--- config.mk ---
export PLATFORM = sky130hd
export DESIGN_NAME = mc_ctrl_fsm_flat
export DESIGN_NICKNAME = d
export VERILOG_FILES = /design/src/rtl/mc_ctrl_fsm_pkg.sv /design/src/rtl/mc_ctrl_fsm_if.sv /design/src/rtl/mc_ctrl_fsm_watchdog.sv /design/src/rtl/mc_ctrl_fsm.sv /design/src/flat_wrapper.sv
export SDC_FILE = /design/constraint.sdc
export NUM_CORES = 1
export LEC_CHECK = 0
export BUFFER_PORTS_ARGS = -buffer_cell sky130_fd_sc_hd__buf_4
export CAP_MARGIN = 20
export CORE_AREA = 5 5 76 78
export DETAILED_ROUTE_END_ITERATION = 16
export DIE_AREA = 0 0 81 83
export PLACE_DENSITY = 0.53
export SLEW_MARGIN = 10
export SYNTH_ARGS = -nofsm -noshare
export SYNTH_HDL_FRONTEND = slang
export SYNTH_HIERARCHICAL = 1
export SYNTH_SLANG_ARGS = --single-unit
--- constraint.sdc ---
create_clock -name clk -period 4.3 [get_ports clk]
set_input_delay 0.86 -clock clk [delete_from_list [all_inputs] [get_ports clk]]
set_output_delay 0.86 -clock clk [all_outputs]
set_load 0.02 [all_outputs]
--- src/rtl/mc_ctrl_fsm_pkg.sv ---
// -----------------------------------------------------------------------------
// mc_ctrl_pkg
// Shared definitions for the multicycle control FSM: state encoding, opcode and
// funct constants, ALU operation / operand-B select codes, trap causes and the
// packed bundle of control strobes produced by the output decode.
// -----------------------------------------------------------------------------
package mc_ctrl_pkg;

    // Controller states; the encoding is visible on state_dbg.
    typedef enum logic [3:0] {
        RST       = 4'd0,
        FETCH     = 4'd1,
        DECODE    = 4'd2,
        MEM_ADDR  = 4'd3,
        MEM_READ  = 4'd4,
        MEM_WB    = 4'd5,
        MEM_WRITE = 4'd6,
        R_EXEC    = 4'd7,
        R_WB      = 4'd8,
        I_EXEC    = 4'd9,
        I_WB      = 4'd10,
        BRANCH    = 4'd11,
        JUMP      = 4'd12,
        TRAP      = 4'd13
    } state_e;

    // Opcodes (IR[31:26]).
    localparam logic [5:0] OP_RTYPE = 6'h00;
    localparam logic [5:0] OP_J     = 6'h02;
    localparam logic [5:0] OP_BEQ   = 6'h04;
    localparam logic [5:0] OP_ADDI  = 6'h08;
    localparam logic [5:0] OP_LW    = 6'h23;
    localparam logic [5:0] OP_SW    = 6'h2B;

    // R-type funct codes (IR[5:0]).
    localparam logic [5:0] FN_ADD = 6'h20;
    localparam logic [5:0] FN_SUB = 6'h22;
    localparam logic [5:0] FN_AND = 6'h24;
    localparam logic [5:0] FN_OR  = 6'h25;
    localparam logic [5:0] FN_SLT = 6'h2A;

    typedef enum logic [2:0] {
        ALU_ADD = 3'd0,
        ALU_AND = 3'd1,
        ALU_OR  = 3'd2,
        ALU_SLT = 3'd3
    } alu_op_e;

    typedef enum logic [2:0] {
        SRC_B_REG    = 3'd0,
        SRC_B_FOUR   = 3'd1,
        SRC_B_IMM    = 3'd2,
        SRC_B_IMM_SH = 3'd3,
        SRC_B_NOT_B  = 3'd4
    } alu_src_b_e;

    typedef enum logic [1:0] {
        PC_SRC_ALU    = 2'd0,
        PC_SRC_ALUOUT = 2'd1,
        PC_SRC_JUMP   = 2'd2
    } pc_src_e;

    typedef enum logic [1:0] {
        CAUSE_NONE    = 2'd0,
        CAUSE_ILLEGAL = 2'd1,
        CAUSE_TIMEOUT = 2'd2
    } trap_cause_e;

    // All control strobes decoded from the state register.
    typedef struct packed {
        logic       mem_req;
        logic       mem_we;
        logic       iord;
        logic       ir_write;
        logic       alu_src_a;
        alu_src_b_e alu_src_b;
        alu_op_e    alu_op;
        logic       alu_cin;
        logic       pc_write;
        logic       pc_write_cond;
        pc_src_e    pc_src;
        logic       reg_write;
        logic       reg_dst;
        logic       mem_to_reg;
        logic       trap;
    } ctrl_t;

    // True for the R-type functions this controller implements.
    function automatic logic is_legal_funct(input logic [5:0] funct);
        return (funct == FN_ADD) || (funct == FN_SUB) || (funct == FN_AND) ||
               (funct == FN_OR)  || (funct == FN_SLT);
    endfunction

endpackage

--- src/rtl/mc_ctrl_fsm_if.sv ---
// -----------------------------------------------------------------------------
// mc_ctrl_fsm_if
// Bundle between the control FSM (master) and the datapath/memory side (slave).
//   From datapath : opcode, funct, alu_zero, mem_ready
//   To memory     : mem_req, mem_we, iord
//   To datapath   : ir_write, alu_src_a, alu_src_b, alu_op, alu_cin, pc_write,
//                   pc_write_cond, pc_src, reg_write, reg_dst, mem_to_reg
//   Status        : trap, trap_cause, state_dbg
// -----------------------------------------------------------------------------
interface mc_ctrl_fsm_if;

    logic [5:0] opcode;
    logic [5:0] funct;
    logic       alu_zero;
    logic       mem_ready;

    logic       mem_req;
    logic       mem_we;
    logic       iord;
    logic       ir_write;
    logic       alu_src_a;
    logic [2:0] alu_src_b;
    logic [2:0] alu_op;
    logic       alu_cin;
    logic       pc_write;
    logic       pc_write_cond;
    logic [1:0] pc_src;
    logic       reg_write;
    logic       reg_dst;
    logic       mem_to_reg;
    logic       trap;
    logic [1:0] trap_cause;
    logic [3:0] state_dbg;

    modport master (
        input  opcode, funct, alu_zero, mem_ready,
        output mem_req, mem_we, iord, ir_write, alu_src_a, alu_src_b, alu_op,
               alu_cin, pc_write, pc_write_cond, pc_src, reg_write, reg_dst,
               mem_to_reg, trap, trap_cause, state_dbg
    );

    modport slave (
        output opcode, funct, alu_zero, mem_ready,
        input  mem_req, mem_we, iord, ir_write, alu_src_a, alu_src_b, alu_op,
               alu_cin, pc_write, pc_write_cond, pc_src, reg_write, reg_dst,
               mem_to_reg, trap, trap_cause, state_dbg
    );

endinterface

--- src/rtl/mc_ctrl_fsm_watchdog.sv ---
// -----------------------------------------------------------------------------
// mc_ctrl_watchdog
// Counts consecutive cycles a memory access has been waiting and flags expiry
// on the cycle the count reaches MEM_TIMEOUT. MEM_TIMEOUT = 0 disables it.
//   clk, reset_n   : clock, asynchronous active-low reset
//   count_en_i     : in a memory-wait state with mem_ready low this cycle
//   clear_i        : the FSM changes state at the next edge
//   expired_o      : this waiting cycle is the MEM_TIMEOUT-th one
// -----------------------------------------------------------------------------
module mc_ctrl_watchdog #(
    parameter int MEM_TIMEOUT = 255,
    parameter int TO_W        = 8     // must be wide enough to hold MEM_TIMEOUT
) (
    input  logic clk,
    input  logic reset_n,
    input  logic count_en_i,
    input  logic clear_i,
    output logic expired_o
);

    logic [TO_W-1:0] count_q;
    logic [TO_W:0]   count_next;   // one extra bit so the compare never wraps

    assign count_next = {1'b0, count_q} + (TO_W+1)'(1);

    // count_q holds the number of earlier waiting cycles, so count_next is the
    // count including the current one. mem_ready suppresses count_en_i, which
    // is how a response on the final cycle wins over the timeout.
    assign expired_o = (MEM_TIMEOUT != 0) && count_en_i &&
                       (count_next == (TO_W+1)'(MEM_TIMEOUT));

    // NOTE: state is updated with non-blocking assignments so every register
    // samples values from before the edge, independent of process order.
    always_ff @(posedge clk or negedge reset_n) begin
        if (!reset_n) begin
            count_q <= '0;
        end else if (clear_i) begin
            count_q <= '0;
        end else if (count_en_i && (count_q != {TO_W{1'b1}})) begin
            count_q <= count_next[TO_W-1:0];
        end
    end

endmodule

--- src/rtl/mc_ctrl_fsm.sv ---
// -----------------------------------------------------------------------------
// mc_ctrl_fsm
// Multicycle control FSM for an add/sub/and/or/slt, addi, lw, sw, beq, j
// subset. Sits directly upstream of the ALU operand-B mux and drives the ALU
// op, carry-in, PC, IR, memory and register-file strobes.
//   clk      : clock, rising edge
//   reset_n  : asynchronous active-low reset; every strobe drops immediately
//   ctrl     : mc_ctrl_fsm_if.master (instruction fields, memory handshake,
//              datapath strobes, trap status, state_dbg)
// Outputs are a Moore decode of the state register, except ir_write/pc_write
// in FETCH and the exits from memory states, which also depend on mem_ready.
// -----------------------------------------------------------------------------
module mc_ctrl_fsm
    import mc_ctrl_pkg::*;
#(
    parameter int MEM_TIMEOUT = 255,
    parameter int TO_W        = 8
) (
    input  logic           clk,
    input  logic           reset_n,
    mc_ctrl_fsm_if.master  ctrl
);

    state_e      state_q, state_d;
    trap_cause_e cause_q, cause_d;
    ctrl_t       strobes;

    logic in_wait;
    logic wd_expired;
    logic unused_alu_zero;

    // The branch decision is the datapath's AND of pc_write_cond and alu_zero;
    // the controller itself never needs the flag.
    assign unused_alu_zero = ctrl.alu_zero;

    assign in_wait = (state_q == FETCH) || (state_q == MEM_READ) ||
                     (state_q == MEM_WRITE);

    mc_ctrl_watchdog #(
        .MEM_TIMEOUT (MEM_TIMEOUT),
        .TO_W        (TO_W)
    ) u_watchdog (
        .clk        (clk),
        .reset_n    (reset_n),
        .count_en_i (in_wait && !ctrl.mem_ready),
        .clear_i    (state_d != state_q),
        .expired_o  (wd_expired)
    );

    // ---------------------------------------------------------------- state reg
    always_ff @(posedge clk or negedge reset_n) begin
        if (!reset_n) begin
            state_q <= RST;
            cause_q <= CAUSE_NONE;
        end else begin
            state_q <= state_d;
            cause_q <= cause_d;
        end
    end

    // --------------------------------------------------------------- next state
    always_comb begin
        // NOTE: defaults first, so every path assigns every variable and no
        // latch is inferred.
        state_d = state_q;
        cause_d = cause_q;

        unique case (state_q)
            RST: state_d = FETCH;

            FETCH: begin
                if (ctrl.mem_ready) begin
                    state_d = DECODE;
                end else if (wd_expired) begin
                    state_d = TRAP;
                    cause_d = CAUSE_TIMEOUT;
                end
            end

            DECODE: begin
                case (ctrl.opcode)
                    OP_RTYPE: begin
                        if (is_legal_funct(ctrl.funct)) begin
                            state_d = R_EXEC;
                        end else begin
                            state_d = TRAP;
                            cause_d = CAUSE_ILLEGAL;
                        end
                    end
                    OP_LW, OP_SW: state_d = MEM_ADDR;
                    OP_ADDI:      state_d = I_EXEC;
                    OP_BEQ:       state_d = BRANCH;
                    OP_J:         state_d = JUMP;
                    default: begin
                        state_d = TRAP;
                        cause_d = CAUSE_ILLEGAL;
                    end
                endcase
            end

            // Only lw and sw reach MEM_ADDR, so anything not lw is a store.
            MEM_ADDR: state_d = (ctrl.opcode == OP_LW) ? MEM_READ : MEM_WRITE;

            MEM_READ: begin
                if (ctrl.mem_ready) begin
                    state_d = MEM_WB;
                end else if (wd_expired) begin
                    state_d = TRAP;
                    cause_d = CAUSE_TIMEOUT;
                end
            end

            MEM_WRITE: begin
                if (ctrl.mem_ready) begin
                    state_d = FETCH;
                end else if (wd_expired) begin
                    state_d = TRAP;
                    cause_d = CAUSE_TIMEOUT;
                end
            end

            MEM_WB:  state_d = FETCH;
            R_EXEC:  state_d = R_WB;
            R_WB:    state_d = FETCH;
            I_EXEC:  state_d = I_WB;
            I_WB:    state_d = FETCH;
            BRANCH:  state_d = FETCH;
            JUMP:    state_d = FETCH;
            TRAP:    state_d = TRAP;     // left only through reset_n
            default: state_d = RST;      // unused encodings restart cleanly
        endcase
    end

    // ------------------------------------------------------------ output decode
    always_comb begin
        strobes = '0;

        unique case (state_q)
            FETCH: begin
                strobes.mem_req   = 1'b1;
                strobes.alu_src_b = SRC_B_FOUR;
                strobes.alu_op    = ALU_ADD;
                strobes.pc_src    = PC_SRC_ALU;
                // IR and PC load only on the cycle the instruction arrives.
                strobes.ir_write  = ctrl.mem_ready;
                strobes.pc_write  = ctrl.mem_ready;
            end

            DECODE: begin
                // Branch target PC + (imm << 2) is precomputed into ALUOut.
                strobes.alu_src_b = SRC_B_IMM_SH;
                strobes.alu_op    = ALU_ADD;
            end

            MEM_ADDR, I_EXEC: begin
                strobes.alu_src_a = 1'b1;
                strobes.alu_src_b = SRC_B_IMM;
                strobes.alu_op    = ALU_ADD;
            end

            MEM_READ: begin
                strobes.mem_req = 1'b1;
                strobes.iord    = 1'b1;
            end

            MEM_WB: begin
                strobes.reg_write  = 1'b1;
                strobes.mem_to_reg = 1'b1;
            end

            MEM_WRITE: begin
                strobes.mem_req = 1'b1;
                strobes.mem_we  = 1'b1;
                strobes.iord    = 1'b1;
            end

            R_EXEC: begin
                strobes.alu_src_a = 1'b1;
                // Subtraction is A + ~B + 1; slt uses the same difference.
                case (ctrl.funct)
                    FN_SUB: begin
                        strobes.alu_src_b = SRC_B_NOT_B;
                        strobes.alu_cin   = 1'b1;
                    end
                    FN_AND: strobes.alu_op = ALU_AND;
                    FN_OR:  strobes.alu_op = ALU_OR;
                    FN_SLT: begin
                        strobes.alu_src_b = SRC_B_NOT_B;
                        strobes.alu_op    = ALU_SLT;
                        strobes.alu_cin   = 1'b1;
                    end
                    default: strobes.alu_op = ALU_ADD;
                endcase
            end

            R_WB: begin
                strobes.reg_write = 1'b1;
                strobes.reg_dst   = 1'b1;
            end

            I_WB: strobes.reg_write = 1'b1;

            BRANCH: begin
                strobes.alu_src_a     = 1'b1;
                strobes.alu_src_b     = SRC_B_NOT_B;
                strobes.alu_op        = ALU_ADD;
                strobes.alu_cin       = 1'b1;
                strobes.pc_write_cond = 1'b1;
                strobes.pc_src        = PC_SRC_ALUOUT;
            end

            JUMP: begin
                strobes.pc_write = 1'b1;
                strobes.pc_src   = PC_SRC_JUMP;
            end

            TRAP: strobes.trap = 1'b1;

            default: strobes = '0;
        endcase
    end

    assign ctrl.mem_req       = strobes.mem_req;
    assign ctrl.mem_we        = strobes.mem_we;
    assign ctrl.iord          = strobes.iord;
    assign ctrl.ir_write      = strobes.ir_write;
    assign ctrl.alu_src_a     = strobes.alu_src_a;
    assign ctrl.alu_src_b     = strobes.alu_src_b;
    assign ctrl.alu_op        = strobes.alu_op;
    assign ctrl.alu_cin       = strobes.alu_cin;
    assign ctrl.pc_write      = strobes.pc_write;
    assign ctrl.pc_write_cond = strobes.pc_write_cond;
    assign ctrl.pc_src        = strobes.pc_src;
    assign ctrl.reg_write     = strobes.reg_write;
    assign ctrl.reg_dst       = strobes.reg_dst;
    assign ctrl.mem_to_reg    = strobes.mem_to_reg;
    assign ctrl.trap          = strobes.trap;
    // cause_q is only written on entry to TRAP, so it reads 0 everywhere else.
    assign ctrl.trap_cause    = cause_q;
    assign ctrl.state_dbg     = state_q;

endmodule

--- src/flat_wrapper.sv ---
// flat-port wrapper written by rule: the top's interface ports become plain ports
module mc_ctrl_fsm_flat import mc_ctrl_pkg::*;
#(
    parameter int MEM_TIMEOUT = 255,
    parameter int TO_W        = 8
)
  (clk, reset_n, ctrl_opcode, ctrl_funct, ctrl_alu_zero, ctrl_mem_ready, ctrl_mem_req, ctrl_mem_we, ctrl_iord, ctrl_ir_write, ctrl_alu_src_a, ctrl_alu_src_b, ctrl_alu_op, ctrl_alu_cin, ctrl_pc_write, ctrl_pc_write_cond, ctrl_pc_src, ctrl_reg_write, ctrl_reg_dst, ctrl_mem_to_reg, ctrl_trap, ctrl_trap_cause, ctrl_state_dbg);
  mc_ctrl_fsm_if ctrl_i ();
  input  logic clk;
  input  logic reset_n;
  input wire logic [$bits(ctrl_i.opcode)-1:0] ctrl_opcode;
  input wire logic [$bits(ctrl_i.funct)-1:0] ctrl_funct;
  input wire logic [$bits(ctrl_i.alu_zero)-1:0] ctrl_alu_zero;
  input wire logic [$bits(ctrl_i.mem_ready)-1:0] ctrl_mem_ready;
  output wire logic [$bits(ctrl_i.mem_req)-1:0] ctrl_mem_req;
  output wire logic [$bits(ctrl_i.mem_we)-1:0] ctrl_mem_we;
  output wire logic [$bits(ctrl_i.iord)-1:0] ctrl_iord;
  output wire logic [$bits(ctrl_i.ir_write)-1:0] ctrl_ir_write;
  output wire logic [$bits(ctrl_i.alu_src_a)-1:0] ctrl_alu_src_a;
  output wire logic [$bits(ctrl_i.alu_src_b)-1:0] ctrl_alu_src_b;
  output wire logic [$bits(ctrl_i.alu_op)-1:0] ctrl_alu_op;
  output wire logic [$bits(ctrl_i.alu_cin)-1:0] ctrl_alu_cin;
  output wire logic [$bits(ctrl_i.pc_write)-1:0] ctrl_pc_write;
  output wire logic [$bits(ctrl_i.pc_write_cond)-1:0] ctrl_pc_write_cond;
  output wire logic [$bits(ctrl_i.pc_src)-1:0] ctrl_pc_src;
  output wire logic [$bits(ctrl_i.reg_write)-1:0] ctrl_reg_write;
  output wire logic [$bits(ctrl_i.reg_dst)-1:0] ctrl_reg_dst;
  output wire logic [$bits(ctrl_i.mem_to_reg)-1:0] ctrl_mem_to_reg;
  output wire logic [$bits(ctrl_i.trap)-1:0] ctrl_trap;
  output wire logic [$bits(ctrl_i.trap_cause)-1:0] ctrl_trap_cause;
  output wire logic [$bits(ctrl_i.state_dbg)-1:0] ctrl_state_dbg;
  assign ctrl_i.opcode = ctrl_opcode;
  assign ctrl_i.funct = ctrl_funct;
  assign ctrl_i.alu_zero = ctrl_alu_zero;
  assign ctrl_i.mem_ready = ctrl_mem_ready;
  assign ctrl_mem_req = ctrl_i.mem_req;
  assign ctrl_mem_we = ctrl_i.mem_we;
  assign ctrl_iord = ctrl_i.iord;
  assign ctrl_ir_write = ctrl_i.ir_write;
  assign ctrl_alu_src_a = ctrl_i.alu_src_a;
  assign ctrl_alu_src_b = ctrl_i.alu_src_b;
  assign ctrl_alu_op = ctrl_i.alu_op;
  assign ctrl_alu_cin = ctrl_i.alu_cin;
  assign ctrl_pc_write = ctrl_i.pc_write;
  assign ctrl_pc_write_cond = ctrl_i.pc_write_cond;
  assign ctrl_pc_src = ctrl_i.pc_src;
  assign ctrl_reg_write = ctrl_i.reg_write;
  assign ctrl_reg_dst = ctrl_i.reg_dst;
  assign ctrl_mem_to_reg = ctrl_i.mem_to_reg;
  assign ctrl_trap = ctrl_i.trap;
  assign ctrl_trap_cause = ctrl_i.trap_cause;
  assign ctrl_state_dbg = ctrl_i.state_dbg;
  mc_ctrl_fsm #(.MEM_TIMEOUT(MEM_TIMEOUT), .TO_W(TO_W)) u_core (.clk(clk), .reset_n(reset_n), .ctrl(ctrl_i));
endmodule
# --- Yosys cells after proc, flatten, opt, wreduce, memory -nomap -nowiden ---
# Cells that the tools add are included.
op_classes:
  n_reduce_logical: 24
  n_eq_ne: 30
  mux: 32
  n_addsub: 1
ops:
  columns: ["op", "count"]
  rows:
  - ["equality test 6 bit (second input constant)", 7]
  - ["case mux 4 bit (9 select lines)", 1]
  - ["case mux 6 bit (5 select lines)", 1]
  - ["equality test 4 bit (second input constant)", 6]
  - ["two-way mux 4 bit", 5]
  - ["case mux 4 bit (5 select lines)", 1]
  - ["equality test 4 x 3 -> 1 bit (second input constant)", 4]
  - ["two-way mux 8 bit", 2]
  - ["case mux 2 bit (2 select lines)", 3]
  - ["two-way mux 1 bit", 11]
  - ["adder 8 x 1 -> 9 bit (second input constant)", 1]
  - ["equality test 9 x 8 -> 1 bit (second input constant)", 1]
  - ["equality test 4 x 2 -> 1 bit (second input constant)", 2]
  - ["two-way mux 2 bit", 4]
  - ["!= test 8 bit (second input constant)", 1]
  - ["OR reduction 2 bit", 4]
  - ["equality test 6 x 2 -> 1 bit (second input constant)", 1]
  - ["equality test 6 x 3 -> 1 bit (second input constant)", 1]
  - ["equality test 6 x 4 -> 1 bit (second input constant)", 1]
  - ["logical NOT 6 bit", 1]
  - ["logical OR 1 bit", 6]
  - ["case mux 2 bit (3 select lines)", 1]
  - ["OR reduction 3 bit", 2]
  - ["OR reduction 6 bit", 1]
  - ["other kinds (14)", 19]
totals:
  wordCells: 90
  input_bits: 16
  reg_bits: 14

# --- Depth between registers and ports, before layout ---
logic_depth:
  ltp_word: 10
  depth_mapped: 14
  depth_no_buf: 11

# --- Hierarchy ---
# The synthesis kept the hierarchy.
modules_own_cells:
  columns: ["module", "area_per_inst_um2", "n_inst", "cells_each"]
  rows:
  - ["mc_ctrl_fsm", 902.1, 1, 129]
  - ["mc_ctrl_watchdog", 556.8, 1, 61]

# --- Least setup slack after synthesis ---
# OpenSTA, ideal clock, no wires.
synth_path:
  path_type: "input-to-reg"
  from: "in ctrl_mem_ready"
  to: "reg u_core.u_watchdog.count_q[0]"
  t_arrival_ps: 3396
  setup_time_ps: 125
  path_slack_ps: 779
  path_buffers: 3
  cell_stages: 14
  t_required_ps: 4175
  cell_sequence: "clkbuf_1 nor2_1 o21a_1 buf_2 and3_1 nand3_1 a221oi_2 o41ai_1 a221o_1 mux2_2 nand4_1 clkbuf_1 nor2_1 mux2_2"
synth_between:
  elab_chain_cells: 8
  word_cells_on_any_way: 12
synth_rtl:
  columns: ["element", "line", "rtl"]
  rows:
  - ["start: declaration", "flat_wrapper.sv:14", "input wire logic [$bits(ctrl_i.mem_ready)-1:0] ctrl_mem_ready;"]
  - ["logical NOT 1 bit (*)", "mc_ctrl_fsm.sv:45", ".count_en_i (in_wait && !ctrl.mem_ready),"]
  - ["logical AND 1 bit (*)", "mc_ctrl_fsm.sv:45", null]
  - ["logical AND 1 bit (*)", "mc_ctrl_fsm_watchdog.sv:29", "assign expired_o = (MEM_TIMEOUT != 0) && count_en_i &&"]
  - ["named net u_core.wd_expired", "mc_ctrl_fsm.sv:29", "logic wd_expired;"]
  - ["two-way mux 4 bit (*)", "mc_ctrl_fsm.sv:74, mc_ctrl_fsm.sv:107, mc_ctrl_fsm.sv:116", null]
  - ["two-way mux 4 bit, on equally long branches", "mc_ctrl_fsm.sv:114, mc_ctrl_fsm.sv:72, mc_ctrl_fsm.sv:105", null]
  - ["case mux 4 bit (9 select lines) (*)", "mc_ctrl_fsm.sv:68", "unique case (state_q)"]
  - ["!= test 4 bit (*)", "mc_ctrl_fsm.sv:46", ".clear_i (state_d != state_q),"]
  - ["two-way mux 8 bit / nonzero test 2 bit (equally long branches)", null, null]
  - ["end signal: assignment", "mc_ctrl_fsm_watchdog.sv:40", "count_q <= count_next[TO_W-1:0];"]
  - ["end: declaration", "mc_ctrl_fsm_watchdog.sv:21", "logic [TO_W-1:0] count_q;"]
# The timed path passes the listed nets; every way through them passes the cells marked *.
# A chain may end at the register's enable or synchronous reset.

# --- Final worst setup path ---
layout_path:
  from: "reg u_core.u_watchdog.count_q[1]"
  to: "reg u_core.u_watchdog.count_q[4]"
layout_between:
  elab_chain_cells: 8
  word_cells_on_any_way: 14
layout_rtl:
  columns: ["element", "line", "rtl"]
  rows:
  - ["adder 8 x 1 -> 9 bit (*)", "mc_ctrl_fsm_watchdog.sv:24", "assign count_next = {1'b0, count_q} + (TO_W+1)'(1);"]
  - ["equality test 9 x 8 -> 1 bit (*)", "mc_ctrl_fsm_watchdog.sv:30", "(count_next == (TO_W+1)'(MEM_TIMEOUT));"]
  - ["logical AND 1 bit (*)", "mc_ctrl_fsm_watchdog.sv:29", null]
  - ["named net u_core.wd_expired", "mc_ctrl_fsm.sv:29", null]
  - ["two-way mux 4 bit (*)", "mc_ctrl_fsm.sv:74, mc_ctrl_fsm.sv:107, mc_ctrl_fsm.sv:116", null]
  - ["two-way mux 4 bit, on equally long branches", "mc_ctrl_fsm.sv:114, mc_ctrl_fsm.sv:72, mc_ctrl_fsm.sv:105", null]
  - ["case mux 4 bit (9 select lines) (*)", "mc_ctrl_fsm.sv:68", null]
  - ["!= test 4 bit (*)", "mc_ctrl_fsm.sv:46", null]
  - ["two-way mux 8 bit / nonzero test 2 bit (equally long branches)", null, null]
# The timed path passes the listed nets; every way through them passes the cells marked *. The select of a mux whose other input is x is not followed.

==> impl_metrics.json <==
{
  "outcome": "finished, final reports clean",
  "cp_max_fo": 12,
  "cts_setup_buffers": 0,
  "powerDensity_nw_per_um2": 510,
  "synth.area.top_cells": "dfrtp_1, nor2_1, mux2_2, nor4_1, a21oi_1",
  "critical_path.cell_chain": "ha_1 -> inv_1 -> or3_1 -> a221oi_2 -> o41ai_1 -> a221o_1 -> mux2_2 -> nand4_1 -> o21bai_1 -> a31oi_1",
  "drt_pass1_iterations": 4,
  "detail_route.wl_per_cell_um": 13.3,
  "die_w_um": 81,
  "synthesis.nets": 208,
  "grt_pass1_vias": 1442,
  "max_freq_mhz": 303,
  "min_period_ns": 3.30,
  "critPathSlowestCell": "dfrtp_1",
  "async_flop_share": 1.00,
  "postRouteAntennaNets": 0,
  "portBuffers": 39,
  "finalMaxSlewViolations": 0,
  "slew_headroom": 0.638,
  "design_area_um2": 1860,
  "clk_latency_ns": 0.25,
  "wirelength_um": 3910,
  "area_delta_synth_final_pct": 27.4,
  "rsz0062_at_grt": "false",
  "io_pins": 42,
  "yosysUniqueCellTypes": 58,
  "setup_viol": 0,
  "tightest_slew_ns": 0.541,
  "cts_inserted_buffers": 3,
  "antenna_cells": 0,
  "final_cell_mix": "buf_4, nor2_1, dfrtp_1",
  "clk_path_buf_depth": 2,
  "die-area_um2": 6720,
  "drc": 0,
  "path_class": "flip-flop to flip-flop",
  "path_delay_family": "compound AO/OA/AOI/OAI gates",
  "cp.arrival_ns": 3.47,
  "p_leak_nw": 0.781,
  "antenna_found_initial": 0,
  "cts_root_buffer": "clkbuf_8",
  "nets": 242,
  "core-area_um2": 5010,
  "cts_tree": "yes",
  "hold_violations": 0,
  "worstSetupStartpoint": "u_core/u_watchdog/count_q[1]$_DFFE_PN0P_",
  "yosysSeqAreaShare": 0.240,
  "grt_pass1_wl_um": 6870,
  "drv_cap": 0,
  "drt_iter0_drc": 80,
  "fin_skew_ns": 0.00186,
  "yosysTopAreaCell": "dfrtp_1",
  "vias_per_cell": 5.18,
  "required_ns": 4.47,
  "gp_congestion": 0.782,
  "synth_top_area_share": 0.240,
  "finalCritPeriodShare": 0.767,
  "die_height_um": 83,
  "dp_hpwl_um": 2920,
  "fin_util": 0.371,
  "vias": 1519,
  "initial_core_util": 0.291,
  "place_area_um2": 1800,
  "vdd.ir_drop.worst_v": 0.000244,
  "gr-total-overflow": 0,
  "hold_buffers": 0,
  "end_kind": "flip-flop",
  "hp-class": "primary input to async pin",
  "cp_slowest_stage_delay_ns": 0.43,
  "reg2reg_from": "u_core/u_watchdog/count_q[1]$_DFFE_PN0P_",
  "rows": 26,
  "path_buf_inv": 1,
  "clk_pin_slew_ns": 0.06,
  "grt_use_total": 0.123,
  "ys_warn_count": 6,
  "htree_levels": 1,
  "cts.sinks": 14,
  "grt_start_max_net_pins": 23,
  "netlist_instances": 190,
  "finalSetupTns_ns": 0,
  "final_common_cell": "buf_4",
  "post_cts_resize_count": 0,
  "ys_seq_elements": 14,
  "syn-cell-area_um2": 1460,
  "ys.flop_type": "dfrtp_1",
  "drive_gt1_frac": 0.296,
  "cp-start-kind": "flip-flop",
  "syn_area_per_cell_um2": 7.68,
  "synth_edf_count": 0
}
==> Yosys cell counts, drive strengths merged (3+ instances only) <==
cell     n
a31oi    4
nand2b   6
nor2    17
o21a     4
a21oi    9
nor3    10
o22ai    3
buf     11
nand4    3
xnor2    3
mux2     5
nor4b    3
o21ai    9
nor4     8
and3     5
clkbuf   5
nand3    7
dfrtp   14
nor2b    7
nand2   10
inv      6
==> path summary, 6_finish.rpt <==
kind,to,slack (ns),cells after the start
worst max-delay path,u_core/u_watchdog/count_q[4]$_DFFE_PN0P_,1.00,10
worst min-delay path,u_core/u_watchdog/count_q[4]$_DFFE_PN0P_,0.45,1
worst max register to register,u_core/u_watchdog/count_q[4]$_DFFE_PN0P_,1.00,10
worst min register to register,u_core/ctrl.trap_cause[0]$_DFFE_PN0P_,0.49,1
max in group asynchronous,u_core/u_watchdog/count_q[0]$_DFFE_PN0P_,3.68,1
min in group clk,u_core/ctrl.trap_cause[0]$_DFFE_PN0P_,0.49,1
==> sequential cells by signal, indices dropped and copies added, names as in the netlist <==
name	flops
u_core/ctrl.state_dbg	4
u_core/u_watchdog/count_q	8
u_core/ctrl.trap_cause	2
==> power by group <==
group | leakage [nW] | internal [mW] | switching [mW]
logic | 0.568 | 0.264 | 0.391
clock network | 0.0288 | 0.0811 | 0.0471
registers | 0.184 | 0.153 | 0.0121
==> area by class of cell <==
cell class	count	area [um^2]
fill	539	3150
multi-input combinational	154	1000
sequential	14	350
timing repair buffer	45	338
tap	70	87.6
clock buffer	4	55.1
inverter	6	22.5
==> logic make-up after synthesis <==
group	count (synthesis)	synth area share
AND/OR/NAND/NOR	90	0.352
AO/OA/AOI/OAI	52	0.254
buffers and inverters	22	0.0712
flip-flops	14	0.240
multiplexers	5	0.0386
XOR/XNOR	4	0.0240
adder cells (fa/ha/maj)	2	0.0171
other	1	0.00257
==> routing by layer <==
| metal | GRT usage | part of all wire |
|---|---|---|
| met5 | 0 | 0 |
| met4 | 0.0323 | 0.012 |
| met3 | 0.0206 | 0.050 |
| met2 | 0.188 | 0.45 |
| met1 | 0.177 | 0.48 |
==> metrics by stage <==
step | std cells | hold WS [ns] | total power, mW | setup WS, ns
after floorplan | 190 | 0.503 | 0.621 | 0.779
after global placement | 289 | 0.474 | 0.829 | 0.811
after detailed placement | 289 | 0.481 | 0.825 | 0.787
after CTS | 293 | 0.455 | 0.958 | 1.01
after global routing | 293 | 0.458 | 1.04 | 0.703
final | 293 | 0.452 | 0.948 | 1.00
Note: power is estimated with default switching activity, not from simulation.
